--- config.mk ---
export PLATFORM = sky130hd
export DESIGN_NAME = alu_ext
export DESIGN_NICKNAME = d
export VERILOG_FILES = /design/src/rtl/alu_pkg.sv /design/src/rtl/muldiv_iter.sv /design/src/rtl/alu_ext.sv
export SDC_FILE = /design/constraint.sdc
export NUM_CORES = 2
export LEC_CHECK = 0
export BUFFER_PORTS_ARGS = -buffer_cell sky130_fd_sc_hd__buf_2
export CAP_MARGIN = 0
export CORE_ASPECT_RATIO = 0.6
export CORE_MARGIN = 4
export CORE_UTILIZATION = 39
export DETAILED_ROUTE_END_ITERATION = 16
export PLACE_DENSITY = 0.59
export RECOVER_POWER = 50
export SLEW_MARGIN = 40
export SYNTH_ARGS = -nofsm -noshare
export SYNTH_HDL_FRONTEND = slang
export SYNTH_SLANG_ARGS = --single-unit
--- constraint.sdc ---
create_clock -name clk -period 10.7 [get_ports clk]
set_input_delay 1.605 -clock clk [delete_from_list [all_inputs] [get_ports clk]]
set_output_delay 1.605 -clock clk [all_outputs]
set_load 0.1 [all_outputs]
--- src/rtl/alu_pkg.sv ---
// ============================================================================
// Module : alu_pkg
// Brief  : Opcodes, FSM encoding and helpers shared by alu_ext and muldiv_iter
// Rev    : 1.0  initial release
// ============================================================================
`default_nettype none

package alu_pkg;

    localparam logic [3:0] OP_AND  = 4'd0;
    localparam logic [3:0] OP_OR   = 4'd1;
    localparam logic [3:0] OP_ADD  = 4'd2;
    localparam logic [3:0] OP_XOR  = 4'd3;
    localparam logic [3:0] OP_SLL  = 4'd4;
    localparam logic [3:0] OP_SRL  = 4'd5;
    localparam logic [3:0] OP_SUB  = 4'd6;
    localparam logic [3:0] OP_SLT  = 4'd7;
    localparam logic [3:0] OP_SRA  = 4'd8;
    localparam logic [3:0] OP_MUL  = 4'd9;
    localparam logic [3:0] OP_MULH = 4'd10;
    localparam logic [3:0] OP_DIV  = 4'd11;
    localparam logic [3:0] OP_DIVU = 4'd12;
    localparam logic [3:0] OP_REM  = 4'd13;
    localparam logic [3:0] OP_REMU = 4'd14;

    localparam logic [1:0] S_IDLE = 2'd0;
    localparam logic [1:0] S_CALC = 2'd1;
    localparam logic [1:0] S_FIX  = 2'd2;

    function automatic logic is_muldiv(input logic [3:0] op);
        return (op >= OP_MUL) && (op <= OP_REMU);
    endfunction

endpackage

`default_nettype wire

--- src/rtl/muldiv_iter.sv ---
// ============================================================================
// Module : muldiv_iter
// Brief  : Radix-2 iterative multiply / restoring divide datapath with sign fix
// Rev    : 1.0  initial release
// ============================================================================
`default_nettype none

module muldiv_iter
    import alu_pkg::*;
#(
    parameter int WIDTH = 64
) (
    input  logic             clk,
    input  logic             rst_n,
    input  logic             load_i,
    input  logic             step_i,
    input  logic [3:0]       op_i,
    input  logic [WIDTH-1:0] a_i,
    input  logic [WIDTH-1:0] b_i,
    output logic             last_o,
    output logic [WIDTH-1:0] res_o
);

    localparam int CNT_W = $clog2(WIDTH) + 1;

    logic [2*WIDTH-1:0] acc_q;
    logic [WIDTH-1:0]   opb_q;
    logic [WIDTH-1:0]   a_q;
    logic [3:0]         op_q;
    logic               negq_q;
    logic               negr_q;
    logic               div0_q;
    logic               ovf_q;
    logic [CNT_W-1:0]   cnt_q;

    logic               w_signed;
    logic               w_is_mul;
    logic [WIDTH-1:0]   w_mag_a;
    logic [WIDTH-1:0]   w_mag_b;
    logic               w_div_q;
    logic [WIDTH:0]     w_sum;
    logic [WIDTH:0]     w_shift;
    logic [WIDTH:0]     w_diff;
    logic [2*WIDTH-1:0] w_mul_next;
    logic [2*WIDTH-1:0] w_div_next;
    logic [2*WIDTH-1:0] w_prod;
    logic [WIDTH-1:0]   w_quo;
    logic [WIDTH-1:0]   w_rem;

    assign w_signed = (op_i == OP_MULH) || (op_i == OP_DIV) || (op_i == OP_REM);
    assign w_is_mul = (op_i == OP_MUL) || (op_i == OP_MULH);
    assign w_mag_a  = (w_signed && a_i[WIDTH-1]) ? -a_i : a_i;
    assign w_mag_b  = (w_signed && b_i[WIDTH-1]) ? -b_i : b_i;
    assign w_div_q  = (op_q != OP_MUL) && (op_q != OP_MULH);

    // Multiplier bits live in the low half of acc and are consumed from bit 0.
    assign w_sum      = {1'b0, acc_q[2*WIDTH-1:WIDTH]} + {1'b0, (acc_q[0] ? opb_q : {WIDTH{1'b0}})};
    assign w_mul_next = {w_sum, acc_q[WIDTH-1:1]};

    // Remainder in the high half, dividend shifting out of / quotient into the low half.
    assign w_shift    = acc_q[2*WIDTH-1:WIDTH-1];
    assign w_diff     = w_shift - {1'b0, opb_q};
    assign w_div_next = w_diff[WIDTH] ? {w_shift[WIDTH-1:0], acc_q[WIDTH-2:0], 1'b0}
                                      : {w_diff[WIDTH-1:0],  acc_q[WIDTH-2:0], 1'b1};

    assign last_o = (cnt_q == CNT_W'(WIDTH - 1));

    always_ff @(posedge clk or negedge rst_n) begin
        if (!rst_n) begin
            acc_q  <= '0;
            opb_q  <= '0;
            a_q    <= '0;
            op_q   <= OP_AND;
            negq_q <= 1'b0;
            negr_q <= 1'b0;
            div0_q <= 1'b0;
            ovf_q  <= 1'b0;
            cnt_q  <= '0;
        end else if (load_i) begin
            acc_q  <= {{WIDTH{1'b0}}, (w_is_mul ? w_mag_b : w_mag_a)};
            opb_q  <= w_is_mul ? w_mag_a : w_mag_b;
            a_q    <= a_i;
            op_q   <= op_i;
            negq_q <= w_signed && (a_i[WIDTH-1] ^ b_i[WIDTH-1]);
            negr_q <= w_signed && a_i[WIDTH-1];
            div0_q <= (b_i == '0);
            ovf_q  <= w_signed && !w_is_mul && (a_i == {1'b1, {(WIDTH-1){1'b0}}}) && (b_i == '1);
            cnt_q  <= '0;
        end else if (step_i) begin
            acc_q <= w_div_q ? w_div_next : w_mul_next;
            cnt_q <= cnt_q + 1'b1;
        end
    end

    assign w_prod = negq_q ? -acc_q : acc_q;
    assign w_quo  = negq_q ? -acc_q[WIDTH-1:0] : acc_q[WIDTH-1:0];
    assign w_rem  = negr_q ? -acc_q[2*WIDTH-1:WIDTH] : acc_q[2*WIDTH-1:WIDTH];

    always_comb begin
        res_o = '0;
        case (op_q)
            OP_MUL:  res_o = w_prod[WIDTH-1:0];
            OP_MULH: res_o = w_prod[2*WIDTH-1:WIDTH];
            OP_DIV:  res_o = div0_q ? '1 : (ovf_q ? a_q : w_quo);
            OP_DIVU: res_o = div0_q ? '1 : w_quo;
            OP_REM:  res_o = div0_q ? a_q : (ovf_q ? '0 : w_rem);
            OP_REMU: res_o = div0_q ? a_q : w_rem;
            default: res_o = '0;
        endcase
    end

endmodule

`default_nettype wire

--- src/rtl/alu_ext.sv ---
// ============================================================================
// Module : alu_ext
// Brief  : Execute-stage ALU, single-cycle logic/arith plus iterative MUL/DIV
// Rev    : 1.0  initial release
// ============================================================================
`default_nettype none

module alu_ext
    import alu_pkg::*;
#(
    parameter int WIDTH = 64
) (
    input  logic             clk,
    input  logic             rst_n,
    input  logic             in_valid,
    output logic             in_ready,
    input  logic [3:0]       aluctrl,
    input  logic [WIDTH-1:0] in1,
    input  logic [WIDTH-1:0] in2,
    input  logic             flush,
    output logic             out_valid,
    output logic [WIDTH-1:0] result,
    output logic             zero,
    output logic             busy
);

    localparam int SHW = $clog2(WIDTH);

    logic [1:0]       state_q, state_d;
    logic [WIDTH-1:0] result_q, result_d;
    logic             zero_q, zero_d;
    logic             out_valid_q, out_valid_d;

    logic             w_accept;
    logic             w_load;
    logic             w_step;
    logic             w_last;
    logic [SHW-1:0]   w_shamt;
    logic [WIDTH-1:0] w_alu;
    logic [WIDTH-1:0] w_md;

    assign in_ready = (state_q == S_IDLE);
    assign busy     = !in_ready;
    assign w_accept = in_valid && in_ready && !flush;
    assign w_load   = w_accept && is_muldiv(aluctrl);
    assign w_step   = (state_q == S_CALC) && !flush;
    assign w_shamt  = in2[SHW-1:0];

    always_comb begin
        w_alu = '0;
        case (aluctrl)
            OP_AND:  w_alu = in1 & in2;
            OP_OR:   w_alu = in1 | in2;
            OP_ADD:  w_alu = in1 + in2;
            OP_XOR:  w_alu = in1 ^ in2;
            OP_SLL:  w_alu = in1 << w_shamt;
            OP_SRL:  w_alu = in1 >> w_shamt;
            OP_SUB:  w_alu = in1 - in2;
            OP_SLT:  w_alu = {{(WIDTH-1){1'b0}}, ($signed(in1) < $signed(in2))};
            OP_SRA:  w_alu = $unsigned($signed(in1) >>> w_shamt);
            default: w_alu = '0;
        endcase
    end

    muldiv_iter #(
        .WIDTH (WIDTH)
    ) u_muldiv (
        .clk    (clk),
        .rst_n  (rst_n),
        .load_i (w_load),
        .step_i (w_step),
        .op_i   (aluctrl),
        .a_i    (in1),
        .b_i    (in2),
        .last_o (w_last),
        .res_o  (w_md)
    );

    // Flush wins over everything; a squashed op leaves result/zero untouched.
    always_comb begin
        state_d     = state_q;
        result_d    = result_q;
        zero_d      = zero_q;
        out_valid_d = 1'b0;
        case (state_q)
            S_IDLE: begin
                if (w_accept) begin
                    if (is_muldiv(aluctrl)) begin
                        state_d = S_CALC;
                    end else begin
                        result_d    = w_alu;
                        zero_d      = (w_alu == '0);
                        out_valid_d = 1'b1;
                    end
                end
            end
            S_CALC: begin
                if (flush)       state_d = S_IDLE;
                else if (w_last) state_d = S_FIX;
            end
            S_FIX: begin
                state_d = S_IDLE;
                if (!flush) begin
                    result_d    = w_md;
                    zero_d      = (w_md == '0);
                    out_valid_d = 1'b1;
                end
            end
            default: state_d = S_IDLE;
        endcase
    end

    always_ff @(posedge clk or negedge rst_n) begin
        if (!rst_n) begin
            state_q     <= S_IDLE;
            result_q    <= '0;
            zero_q      <= 1'b1;
            out_valid_q <= 1'b0;
        end else begin
            state_q     <= state_d;
            result_q    <= result_d;
            zero_q      <= zero_d;
            out_valid_q <= out_valid_d;
        end
    end

    assign result    = result_q;
    assign zero      = zero_q;
    assign out_valid = out_valid_q;

endmodule

`default_nettype wire

Word level (Yosys, flattened, before mapping)

Cells that the tools add are included.

Magnitude comparators: 3
Divide/modulo/power cells: 0
Add/subtract/negate cells: 10
Equal/unequal tests: 30
$mul: 0
Multiplexer cells: 39
Bitwise gates (word level): 4
Reductions and logical operators: 27
Shift operators: 3

Operator list:

| kind                                                            | number |
|---|---|
| 64-bit two-way mux                                              | 16 |
| 128-bit two-way mux                                             | 5 |
| 64-bit one-hot mux with 9 select lines                          | 1 |
| 64-bit one-hot mux with 6 select lines                          | 1 |
| 64-bit negation                                                 | 4 |
| 64-bit logical NOT                                              | 3 |
| 64-bit == test, second input constant                           | 2 |
| 128-bit negation                                                | 1 |
| 64-bit one-hot mux with 2 select lines                          | 1 |
| 64-bit by 64-bit adder with 65-bit output                       | 1 |
| 65-bit by 64-bit subtractor with 65-bit output                  | 1 |
| 64-bit adder                                                    | 1 |
| 64-bit AND                                                      | 1 |
| 64-bit less-than comparator                                     | 1 |
| 64-bit OR                                                       | 1 |
| 64-bit by 6-bit << shifter with 64-bit output                   | 1 |
| 64-bit by 6-bit >> shifter with 64-bit output                   | 1 |
| 64-bit by 6-bit >>> shifter with 64-bit output                  | 1 |
| 64-bit subtractor                                               | 1 |
| 64-bit bitwise XOR                                              | 1 |
| 4-bit == test, second input constant                            | 11 |
| 4-bit by 3-bit == test with 1-bit output, second input constant | 4 |
| 7-bit two-way mux                                               | 2 |
| 1-bit logical AND                                               | 12 |
| 24 further kinds                                                | 42 |

Logic and storage cells: 129
Memory bits (writable): 0
Latch bits: 0
Memories: 0
Output and inout bits: 68
Register bits: 339
Input port bits: 136
ROM bits: 0

Logic depth before layout (Yosys ltp)

Word-level depth: 8
Mapped depth: 21
Mapped depth without buffers: 18

Hierarchy

A second synthesis with hierarchy kept.

Cells, all modules: 8424
Area, all modules: 60371.7 µm²

By module, submodules not included:

| module      | times used | seq. area each (µm²) | cells an instance | area each (µm²) |
|---|---|---|---|---|
| muldiv_iter | 1          | 6781.5               | 4295              | 30772.0 |
| alu_ext     | 1          | 1702.9               | 4129              | 29599.6 |

Least setup slack after synthesis

Ideal clock, no wire load.

Path kind: in2reg
From: in in2[3]
To: reg zero_q (netlist: zero)
Data required time: 10.631 ns
Setup slack: 3.726 ns
Arrival time: 6.905 ns
Setup time: 0.069 ns
Path buffers: 5
Cell stages on the path: 21
Cell sequence: inv_1 buf_1 clkbuf_1 buf_1 clkbuf_1 buf_1 ha_1 inv_1 o221ai_1 a21oi_1 a41oi_1 o41ai_2 and3_1 nor3_1 o21ai_0 mux2_2 a2111oi_0 and3_1 and4_1 nand4_1 o21ai_2

Cells in the longest elaborated chain, start to end: 6
Elaborated cells on any way between the ends: 14
Classes of those cells: add/sub: 2; order compare: 1; shift: 3; mux: 4; bitwise: 3; reduce/logical: 1

RTL lines:

| element                                   | line           | RTL |
|---|---|---|
| from (decl)                               | alu_ext.sv:19  | `input logic [WIDTH-1:0] in2,` |
| 64-bit subtractor (tied with other cells) | alu_ext.sv:58  | `OP_SUB: w_alu = in1 - in2;` |
| 64-bit one-hot mux with 9 select lines *  | alu_ext.sv:51  | `case (aluctrl)` |
| 64-bit logical NOT *                      | alu_ext.sv:92  | `zero_d = (w_alu == '0);` |
| 1-bit two-way mux *                       | alu_ext.sv:88  | `if (is_muldiv(aluctrl)) begin` |
| 1-bit two-way mux *                       | alu_ext.sv:87  | `if (w_accept) begin` |
| 1-bit one-hot mux with 2 select lines *   | alu_ext.sv:85  | `case (state_q)` |
| to (signal assigned)                      | alu_ext.sv:122 | `zero_q <= zero_d;` |
| to (decl)                                 | alu_ext.sv:31  | `logic zero_q, zero_d;` |

Mark *: on every way between the ends. The rest lies on a longest branch, timed or not. The select of a mux whose other input is x is not followed.
A chain may end at the register's enable or synchronous reset.

Final worst setup path

From: in flush
To: reg u_muldiv.acc_q[127]

Cells in the longest elaborated chain, start to end: 4
Elaborated cells on any way between the ends: 6
Classes of those cells: mux: 1; reduce/logical: 5

RTL lines:

| element                                                          | line              | RTL |
|---|---|---|
| from (decl)                                                      | alu_ext.sv:20     | `input logic flush,` |
| 1-bit logical NOT *                                              | n/a               |  |
| 1-bit logical AND                                                | alu_ext.sv:44     | `assign w_accept = in_valid && in_ready && !flush;` |
| 1-bit logical AND                                                | alu_ext.sv:45     | `assign w_load = w_accept && is_muldiv(aluctrl);` |
| 128-bit two-way mux / 2-bit nonzero test (equally long branches) | n/a               |  |
| to (signal assigned)                                             | muldiv_iter.sv:80 | `acc_q <= {{WIDTH{1'b0}}, (w_is_mul ? w_mag_b : w_mag_a)};` |
| to (signal assigned)                                             | muldiv_iter.sv:90 | `acc_q <= w_div_q ? w_div_next : w_mul_next;` |
| to (decl)                                                        | muldiv_iter.sv:26 | `logic [2*WIDTH-1:0] acc_q;` |

Mark *: on every way between the ends. The rest lies on a longest branch, timed or not.

==> run metrics <==
RSZ-0062 raised after global routing no; Post-synth EDFFs 0; die height 299.1 µm; Synth Net Count 8392; vias in the first global route 60970; via count 69720; H-tree level count 2; largest net degree at the start of global routing 162; Worst path slowest cell clkbuf_1; failing checks capacitance limit, slew limit; clock tree buffer depth 3; GR Overflow Total 0; Layout area overhead 9.064%; Synth Area per Inst 6.966 µm²; starting density of the core 0.3939; routed len/inst 39.07 µm; CP endpoint kind register; CP Launch Type input pin; R2R Path Start state_q[1]; TritonCTS clock tree built; Worst EP required 11.23 ns; reg2reg path depth 7; drt first pass iters 10; Detailed Place HPWL 304.0 mm; leakage power total 24.28 nW; Hold Path Depth 2; Final Cycle Share 0.7319; clock transition at the registers of the reported paths 0.06 ns; CTS Hold Bufs 0; IO Port Bufs 203; Hold Crit Class reg2reg; starting DRC count in detailed routing 12750; cell area after synthesis 55070 µm²; Hold Path Sink result[25]; Worst Clk Skew 0.07980 ns; commonest non-fill, non-tap cell in the layout nand2_1; full die area 147500 µm²; CP dominant cell by count a211oi_1; first-pass GRT wire length 509.0 mm; CP Cell Sequence buf_2 > nor2_1 > and2_2 > clkbuf_1 > nand2_2 > a211oi_1 > a211oi_1 > and2_1; Sink Count 339; prevailing post-synth register cell dfrtp_1; Setup TNS 0 ns; critical path class in2reg; worst-margin pin slew 5.043 ns; Root Driver clkbuf_16; final layout net count 8207; DR DRC count 0; Core Box Area 139800 µm²; final count of negative-setup-slack endpoints 0; CP max FO 75; clk_lat worst skew 0.67 ns; hold path startpoint result[25]; Final Cell Area 60060 µm²; layout cells sized above 1 0.1108; fmax 0.1277 GHz; r2r endpoint u_muldiv.acc_q[127]; status finished, violations left; synth warn 0; row cnt 106; Yosys cell types 100; Hold Violations, Final 0; post-route minimum period 7.831 ns; Setup Fix Bufs, Post-CTS 0; crit path buf inv count 2; Slew headroom -2.362; worst vdd ir 0.2145 mV; CP arrival 8.36 ns; number of max-cap violations 5; post_cts resized 0; Gate Count Post-Synth 7905; Tot Pwr 12.21 mW; number of synthesized register bits 339; initial antenna violation count 52; # IOs 204; Routed Antenna Nets 0; Power per Cell Area 203.3 nW/µm²; RD Place Congestion 1.154; register area share after synthesis 0.1541; Crit path max-delay family buffers and inverters; CTS buffer count 42; vias per cell 7.202; dpl cell area 58210 µm²; GRT Overall Usage 0.4853; register-to-register setup slack 3.48 ns; die width 493.1 µm; Slowest Stage Delay on Critical Path 3.49 ns; Async SR Flop Fraction 1.000; commonest non-fill, non-tap cells in the layout 1000 x nand2_1, 763 x o21ai_0, 699 x a21oi_1; WL final 378.2 mm; Final Slew Violations 275
==> kinds of logic after synthesis <==
kind of cell               share of synthesized area
AOI/OAI and AO/OA                             0.3213
and+or+nand+nor                               0.2237
buffers and inverters                        0.06826
xor gates and xnor gates                     0.06299
muxes                                        0.08934
adders and majority gates                    0.08030
DFF                                           0.1541
==> where the power goes <==
| group | switching [mW] | leakage, nW | total, mW | internal (mW) |
|---|---|---|---|---|
| sequential | 0.688 | 4.32 | 2.32 | 1.64 |
| clock | 0.761 | 0.766 | 1.72 | 0.960 |
| combinational | 5.73 | 19.2 | 8.16 | 2.43 |
==> how the worst max path moves through the flow <==
| stage | startpoint | end | slack (ns) | cells after the start |
|---|---|---|---|---|
| 2_1_floorplan | in2[3] | zero | 3.73 | 21 |
| 6_report | flush | u_muldiv.acc_q[127] | 2.87 | 8 |
| 5_1_grt | rst_n | result[50] | 2.15 | 2 |
| 3_3_place_gp | in2[0] | zero | 2.07 | 19 |
| 4_1_cts | in2[0] | zero | 3.73 | 16 |
| 3_5_place_dp | in2[0] | zero | 3.11 | 16 |
==> worst reg2reg max path, delay by kind of cell, from the launching register on <==
kind                   cells  cell delay [ns]
buffers and inverters      1             3.49
and+or+nand+nor            4             2.37
AOI/OAI and AO/OA          2             0.77
DFF                        1             0.44
==> stage by stage <==
| step | util | setup slack, ns | hold WS [ns] | std cells |
|---|---|---|---|---|
| after detailed placement | 0.4164 | 3.113 | 0.4655 | 9560 |
| after global routing | 0.4291 | 2.146 | 0.4938 | 9650 |
| after global placement | 0.4145 | 2.072 | 0.4559 | 9554 |
| after CTS | 0.4276 | 3.727 | 0.4788 | 9638 |
| final | 0.4296 | 2.869 | 0.4765 | 9680 |
| after floorplan | - | 3.726 | 0.4445 | 7905 |
==> cell usage after synthesis (all sizes together) (170+ instances only) <==
library cell     n  share of area
inv            327          0.022
nand2         1007          0.069
dfrtp          338           0.15
xnor2          268          0.043
o21ai          800          0.073
a21oi          710          0.065
nor3           172          0.016
ha             347          0.079
mux2i          208          0.038
clkbuf         532          0.036
nor2           682          0.047
o211ai         170          0.023
nand3          178          0.016
==> state kept, by name, summed over array words and instances, names as in the netlist <==
register	cells
out_valid	1
result	64
state_q	2
u_muldiv.a_q	64
u_muldiv.acc_q	128
u_muldiv.cnt_q	7
u_muldiv.div0_q	1
u_muldiv.negq_q	1
u_muldiv.negr_q	1
u_muldiv.op_q	4
u_muldiv.opb_q	64
u_muldiv.ovf_q	1
zero	1
==> routing by layer <==
layer  routed length [µm]  part of all wire  up-vias  track usage
met5                 1233            0.0033        -            0
met4                13290             0.035       34       0.1294
met3                74990              0.20      723       0.3270
met2               126400              0.33     5882       0.5620
met1               162300              0.43    34310       0.6964
li1                     -                 -    28770            -
==> layout make-up <==
class	instances	area (µm²)
fill	14660	79730
multi-input combinational	6580	43520
sequential	339	8486
timing repair buffer	424	2781
tap	1890	2365
inverter	333	1254
clock buffer	49	1149
clock inverter	29	415.4
antenna	36	90.09
Note: power is estimated with default switching activity, not from simulation.
